File: config.mk
export PLATFORM = sky130hd
export DESIGN_NAME = char_fetch
export DESIGN_NICKNAME = d
export VERILOG_FILES = /design/src/rtl/bj_video_pkg.sv /design/src/rtl/tile_addr_gen.sv /design/src/rtl/char_fetch.sv
export SDC_FILE = /design/constraint.sdc
export NUM_CORES = 1
export LEC_CHECK = 0
export CAP_MARGIN = 0
export CELL_PAD_IN_SITES_DETAIL_PLACEMENT = 0
export CELL_PAD_IN_SITES_GLOBAL_PLACEMENT = 1
export CORE_MARGIN = 5
export CORE_UTILIZATION = 36
export CTS_CLUSTER_SIZE = 40
export DETAILED_ROUTE_END_ITERATION = 10
export HOLD_SLACK_MARGIN = 0.03
export PLACE_DENSITY_LB_ADDON = 0.15
export SETUP_SLACK_MARGIN = 0.5
export SYNTH_ARGS = -nofsm -noshare
export SYNTH_HDL_FRONTEND = slang
export SYNTH_HIERARCHICAL = 1
export SYNTH_SLANG_ARGS = --single-unit
export TNS_END_PERCENT = 100
File: constraint.sdc
create_clock -name clock -period 2.1 [get_ports clock]
set_clock_uncertainty 0.2 [all_clocks]
set_input_delay 0.42 -clock clock [delete_from_list [all_inputs] [get_ports clock]]
set_output_delay 0.42 -clock clock [all_outputs]
set_load 0.1 [all_outputs]
File: src/rtl/bj_video_pkg.sv
// Shared definitions for the background tile fetch path: FSM states,
// tile-RAM area bases and attribute byte layout.
package bj_video_pkg;

    typedef enum logic [1:0] {
        ST_IDLE = 2'd0,
        ST_CODE = 2'd1,
        ST_ATTR = 2'd2,
        ST_WAIT = 2'd3
    } fetch_state_t;

    localparam int unsigned CODE_BASE = 'h000;
    localparam int unsigned ATTR_BASE = 'h400;

    localparam int unsigned ATTR_COLOR_LSB = 0;
    localparam int unsigned ATTR_COLOR_MSB = 3;
    localparam int unsigned ATTR_BANK      = 4;
    localparam int unsigned ATTR_FLIPY     = 6;
    localparam int unsigned ATTR_FLIPX     = 7;

endpackage

File: src/rtl/tile_addr_gen.sv
// Maps the pixel column/line of the next tile to its code and attribute
// addresses in tile RAM, honouring screen flip.
module tile_addr_gen
    import bj_video_pkg::*;
#(
    parameter int unsigned ADDR_W = 11
) (
    input  logic [4:0]        col_pix,
    input  logic [4:0]        row_pix,
    input  logic              flip,
    output logic [ADDR_W-1:0] code_addr,
    output logic [ADDR_W-1:0] attr_addr
);

    logic [4:0] col;
    logic [4:0] row;

    always_comb begin
        // fetch runs one tile ahead of the pixel being drawn
        col = col_pix + 5'd1;
        row = row_pix;
        if (flip) begin
            col = ~col;
            row = ~row;
        end
        code_addr = ADDR_W'(CODE_BASE) | ADDR_W'({row, col});
        attr_addr = ADDR_W'(ATTR_BASE) | ADDR_W'({row, col});
    end

endmodule

File: src/rtl/char_fetch.sv
// Background character fetcher: reads code and attribute bytes for the next
// tile and presents them as registered tile outputs at the tile boundary.
module char_fetch
    import bj_video_pkg::*;
#(
    parameter int unsigned ADDR_W = 11,
    parameter int unsigned DATA_W = 8
) (
    input  logic              clock,
    input  logic              reset_n,
    input  logic              ce_pix,
    input  logic [8:0]        hpos,
    input  logic [8:0]        vpos,
    input  logic              vblank,
    input  logic              flip_screen,
    output logic              ram_en,
    output logic [ADDR_W-1:0] ram_addr,
    input  logic [DATA_W-1:0] ram_q,
    output logic [8:0]        tile_code,
    output logic [3:0]        tile_color,
    output logic              tile_flipx,
    output logic [2:0]        tile_row,
    output logic              tile_valid,
    output logic              overrun
);

    fetch_state_t      state;
    logic [ADDR_W-1:0] code_addr;
    logic [ADDR_W-1:0] attr_addr;
    logic [ADDR_W-1:0] attr_addr_hold;
    logic [DATA_W-1:0] pend_code;
    logic [DATA_W-1:0] pend_attr;
    logic              pend_valid;
    logic              vblank_d;
    logic              trigger;
    logic              promote;
    logic              unused_bits;

    assign trigger     = ce_pix && (hpos[2:0] == 3'd0) && !vblank;
    assign promote     = ce_pix && (hpos[2:0] == 3'd7);
    assign unused_bits = ^{hpos[8], vpos[8], pend_attr[5]};

    tile_addr_gen #(
        .ADDR_W (ADDR_W)
    ) u_addr_gen (
        .col_pix   (hpos[7:3]),
        .row_pix   (vpos[7:3]),
        .flip      (flip_screen),
        .code_addr (code_addr),
        .attr_addr (attr_addr)
    );

    always_ff @(posedge clock or negedge reset_n) begin
        if (!reset_n) begin
            state          <= ST_IDLE;
            ram_en         <= 1'b0;
            ram_addr       <= '0;
            attr_addr_hold <= '0;
            pend_code      <= '0;
            pend_attr      <= '0;
            pend_valid     <= 1'b0;
            overrun        <= 1'b0;
            vblank_d       <= 1'b0;
        end else begin
            vblank_d <= vblank;

            if (vblank && !vblank_d)
                overrun <= 1'b0;
            else if (trigger && state != ST_IDLE)
                overrun <= 1'b1;

            // completion beats the promotion clear so a fresh result survives
            if (state == ST_WAIT)
                pend_valid <= 1'b1;
            else if (promote)
                pend_valid <= 1'b0;

            case (state)
                ST_IDLE: begin
                    if (trigger) begin
                        state          <= ST_CODE;
                        ram_en         <= 1'b1;
                        ram_addr       <= code_addr;
                        attr_addr_hold <= attr_addr;
                    end
                end
                ST_CODE: begin
                    state    <= ST_ATTR;
                    ram_addr <= attr_addr_hold;
                end
                ST_ATTR: begin
                    state     <= ST_WAIT;
                    ram_en    <= 1'b0;
                    pend_code <= ram_q;
                end
                ST_WAIT: begin
                    state     <= ST_IDLE;
                    pend_attr <= ram_q;
                end
                default: begin
                    state  <= ST_IDLE;
                    ram_en <= 1'b0;
                end
            endcase
        end
    end

    always_ff @(posedge clock or negedge reset_n) begin
        if (!reset_n) begin
            tile_code  <= '0;
            tile_color <= '0;
            tile_flipx <= 1'b0;
            tile_row   <= '0;
            tile_valid <= 1'b0;
        end else if (promote) begin
            if (pend_valid) begin
                tile_code  <= {pend_attr[ATTR_BANK], pend_code[7:0]};
                tile_color <= pend_attr[ATTR_COLOR_MSB:ATTR_COLOR_LSB];
                tile_flipx <= pend_attr[ATTR_FLIPX] ^ flip_screen;
                tile_row   <= vpos[2:0] ^ {3{pend_attr[ATTR_FLIPY] ^ flip_screen}};
                tile_valid <= 1'b1;
            end else begin
                tile_code  <= '0;
                tile_color <= '0;
                tile_flipx <= 1'b0;
                tile_row   <= '0;
                tile_valid <= 1'b0;
            end
        end
    end

endmodule

==> results.sh <==
export IMPL_grt_pass1_wl_um=11900
export IMPL_hold_path_class="in -> reg"
export IMPL_syn_avg_cell_area_sq_um=11.2
export IMPL_clk_pin_slew_ns=0.08
export IMPL_numCtsBuffers=9
export IMPL_final_period_utilization=0.818
export IMPL_initial_utilization=0.366
export IMPL_gr_max_usage_layer="met2"
export IMPL_r2r_slack_ns=0.38
export IMPL_diodes=0
export IMPL_root_buffer="clkbuf_8"
export IMPL_coreArea_sq_um=8130
export IMPL_grt_use_total=0.152
export IMPL_critPathKind="reg -> reg"
export IMPL_clockBufferDepth=2
export IMPL_r2r_start="state[0]"
export IMPL_cts_tree="done"
export IMPL_num_vias=2272
export IMPL_netlist_instances=266
export IMPL_drc=0
export IMPL_drt_pre_antenna_iters=5
export IMPL_fin_nets=395
export IMPL_min_path_cells=2
export IMPL_post_route_cells_drive_above_1_share=0.424
export IMPL_die_area_sq_um=10200
export IMPL_hp_start="vblank"
export IMPL_final_max_slew_violation_count=0
export IMPL_synth_edff_count=0
export IMPL_hold_viol=0
export IMPL_rsz0062_at_grt="yes"
export IMPL_grt_pass1_vias=2377
export IMPL_gr_total_overflow=0
export IMPL_viasPerCell=4.85
export IMPL_hold_end="vblank_d"
export IMPL_grt_max_degree=26
export IMPL_htreeDepth=3
export IMPL_area_delta_synth_final_pct=55.4
export IMPL_ys_warn_count=6
export IMPL_synth_area_sq_um=2970
export IMPL_clk_latency_ns=0.34
export IMPL_setup_viol=0
export IMPL_post_place_ws_ns=-0.345
export IMPL_max_freq_mhz=582
export IMPL_ios=62
export IMPL_reg2regPathDepth=6
export IMPL_hpwlAfterDp_um=4910
export IMPL_critPathRequiredTime_ns=2.13
export IMPL_ys_flop_type="dfrtp_1"
export IMPL_critPathCaptureType="register"
export IMPL_wl_per_cell_um=15.8
export IMPL_grt_met1_usage=0.198
export IMPL_drt_iter0_drc=90
export IMPL_gr_usage_met2=0.238
export IMPL_n_fill_cell=668
export IMPL_grt_util_met3=0.0443
export IMPL_ys_seq_area_frac=0.513
export IMPL_rows=33
export IMPL_yosysUniqueCellTypes=38
export IMPL_finalWorstSetupSlack_ns=0.382
export IMPL_fp_dieW_um=101
export IMPL_antenna_found_initial=0
export IMPL_wl_um=7380
export IMPL_worstPathArrival_ns=1.75
export IMPL_reg2reg_to="attr_addr_hold[1]"
export IMPL_yosys_register_bits=61
export IMPL_path_max_fanout=11
export IMPL_port_buffers=59
export IMPL_maxCapViolations=0
export IMPL_die_h_um=101
export IMPL_startpoint_type="register"
export IMPL_layout_min_cycle_time_ns=1.72
export IMPL_status="complete, no violations"
export IMPL_ant_nets=0
export IMPL_syn_nets=303
export IMPL_clkSinkCount=61
export IMPL_gp_congestion=0.709
export IMPL_async_flop_share=1.00
-- worst max-delay path: stages, from the launching register on --
cell     delay (ns)
dfrtp_1        0.43
inv_2          0.10
ha_4           0.20
nor2b_4        0.17
nand2_2        0.07
buf_12         0.17
mux2_2         0.27
-- sequential cells by signal, summed over array words and instances (netlist names), 2 cells and up --
signal and cells:
attr_addr_hold 11, pend_code 8, tile_code 9, tile_row 3, ram_addr 11, tile_color 4, pend_attr 7, state 2
-- final cells by class --
class,count,area (sq um),area share
sequential,61,1530,0.331
multi-input combinational,162,1400,0.302
timing repair buffer,107,1320,0.286
tap,105,131,0.0284
clock buffer,9,124,0.0268
inverter,17,63.8,0.0138
clock inverter,7,55.1,0.0119
-- metrics by stage --
| step | area (sq um) | setup TNS [ns] | hold WS (ns) | cells | util |
|---|---|---|---|---|---|
| 4_1_cts | 4450 | 0 | 0.234 | 459 | 0.548 |
| 6_report | 4620 | 0 | 0.134 | 468 | 0.568 |
| 5_1_grt | 4620 | 0 | 0.130 | 468 | 0.568 |
| 3_3_place_gp | 4140 | -4.23 | 0.178 | 430 | 0.509 |
| 2_1_floorplan | 3060 | 0 | -0.0756 | 266 | - |
| 3_5_place_dp | 4140 | -4.99 | 0.173 | 430 | 0.509 |
-- layer usage --
layer,up-vias,routed length [um],share of wire
li1,1095,-,-
met1,1122,3340,0.45
met2,44,3540,0.48
met3,11,392,0.053
met4,0,107,0.015
met5,-,0,0
-- layout by cell type, fill, tap and decap left out, types with 4 or more instances in the layout --
master,count
clkdlybuf4s50_1,16
inv_1,15
inv_6,4
nand2_1,32
o32a_1,5
xor2_1,6
buf_12,34
xnor2_1,5
nor2b_1,7
dfrtp_1,60
buf_6,5
o32ai_1,5
buf_4,38
clkbuf_8,9
o21ai_0,18
mux2_2,25
a222oi_1,6
nand2b_1,5
dlygate4sd2_1,4
o221a_1,5
-- cells by family after synthesis --
group | share of synthesized area
flops | 0.513
simple gates | 0.0921
compound gates | 0.130
buf+inv | 0.0728
mux | 0.106
xor+xnor | 0.0581
fa+ha+maj | 0.0252
other cells | 0.00253
-- worst max-delay path by stage --
stage,startpoint,end,slack (ns),cells past startpoint
global route,state[0],attr_addr_hold[6],0.30,6
global placement,hpos[1],ram_addr[4],-0.30,5
finish,state[0],attr_addr_hold[1],0.38,6
floorplan,hpos[1],ram_addr[0],0.20,4
CTS,state[0],ram_addr[9],0.38,5
detailed placement,hpos[1],ram_addr[1],-0.34,5
-- synth_stat cells, drive strengths merged (5+ instances only) --
cell    instances  area (sq um)
a222oi          6          60.1
buf            16           115
clkbuf         10          37.5
dfrtp          61          1530
ha              6          75.1
inv            17          63.8
mux2           27           304
nand2          33           124
nand2b          6          37.5
nor2b           8          50.1
o21ai          21           105
o221a           5          56.3
o32a            5          50.1
o32ai           6          52.6
xnor2           9          78.8
xor2            9          93.8
-- what timing repair did --
| action | 4_1_cts | 5_1_grt |
|---|---|---|
| setup endpoints to repair | 46 | 56 |
| gates resized for setup | 27 | 26 |
| hold endpoints to repair | 15 | 0 |
| pin swaps | 13 | 13 |
| cloned | 1 | 1 |
| hold buffers | 1 | 0 |
| buffers inserted | 11 | 8 |
Power is not shown: default switching activity piles up to over one toggle a cycle in this logic, so the estimate is an artifact.
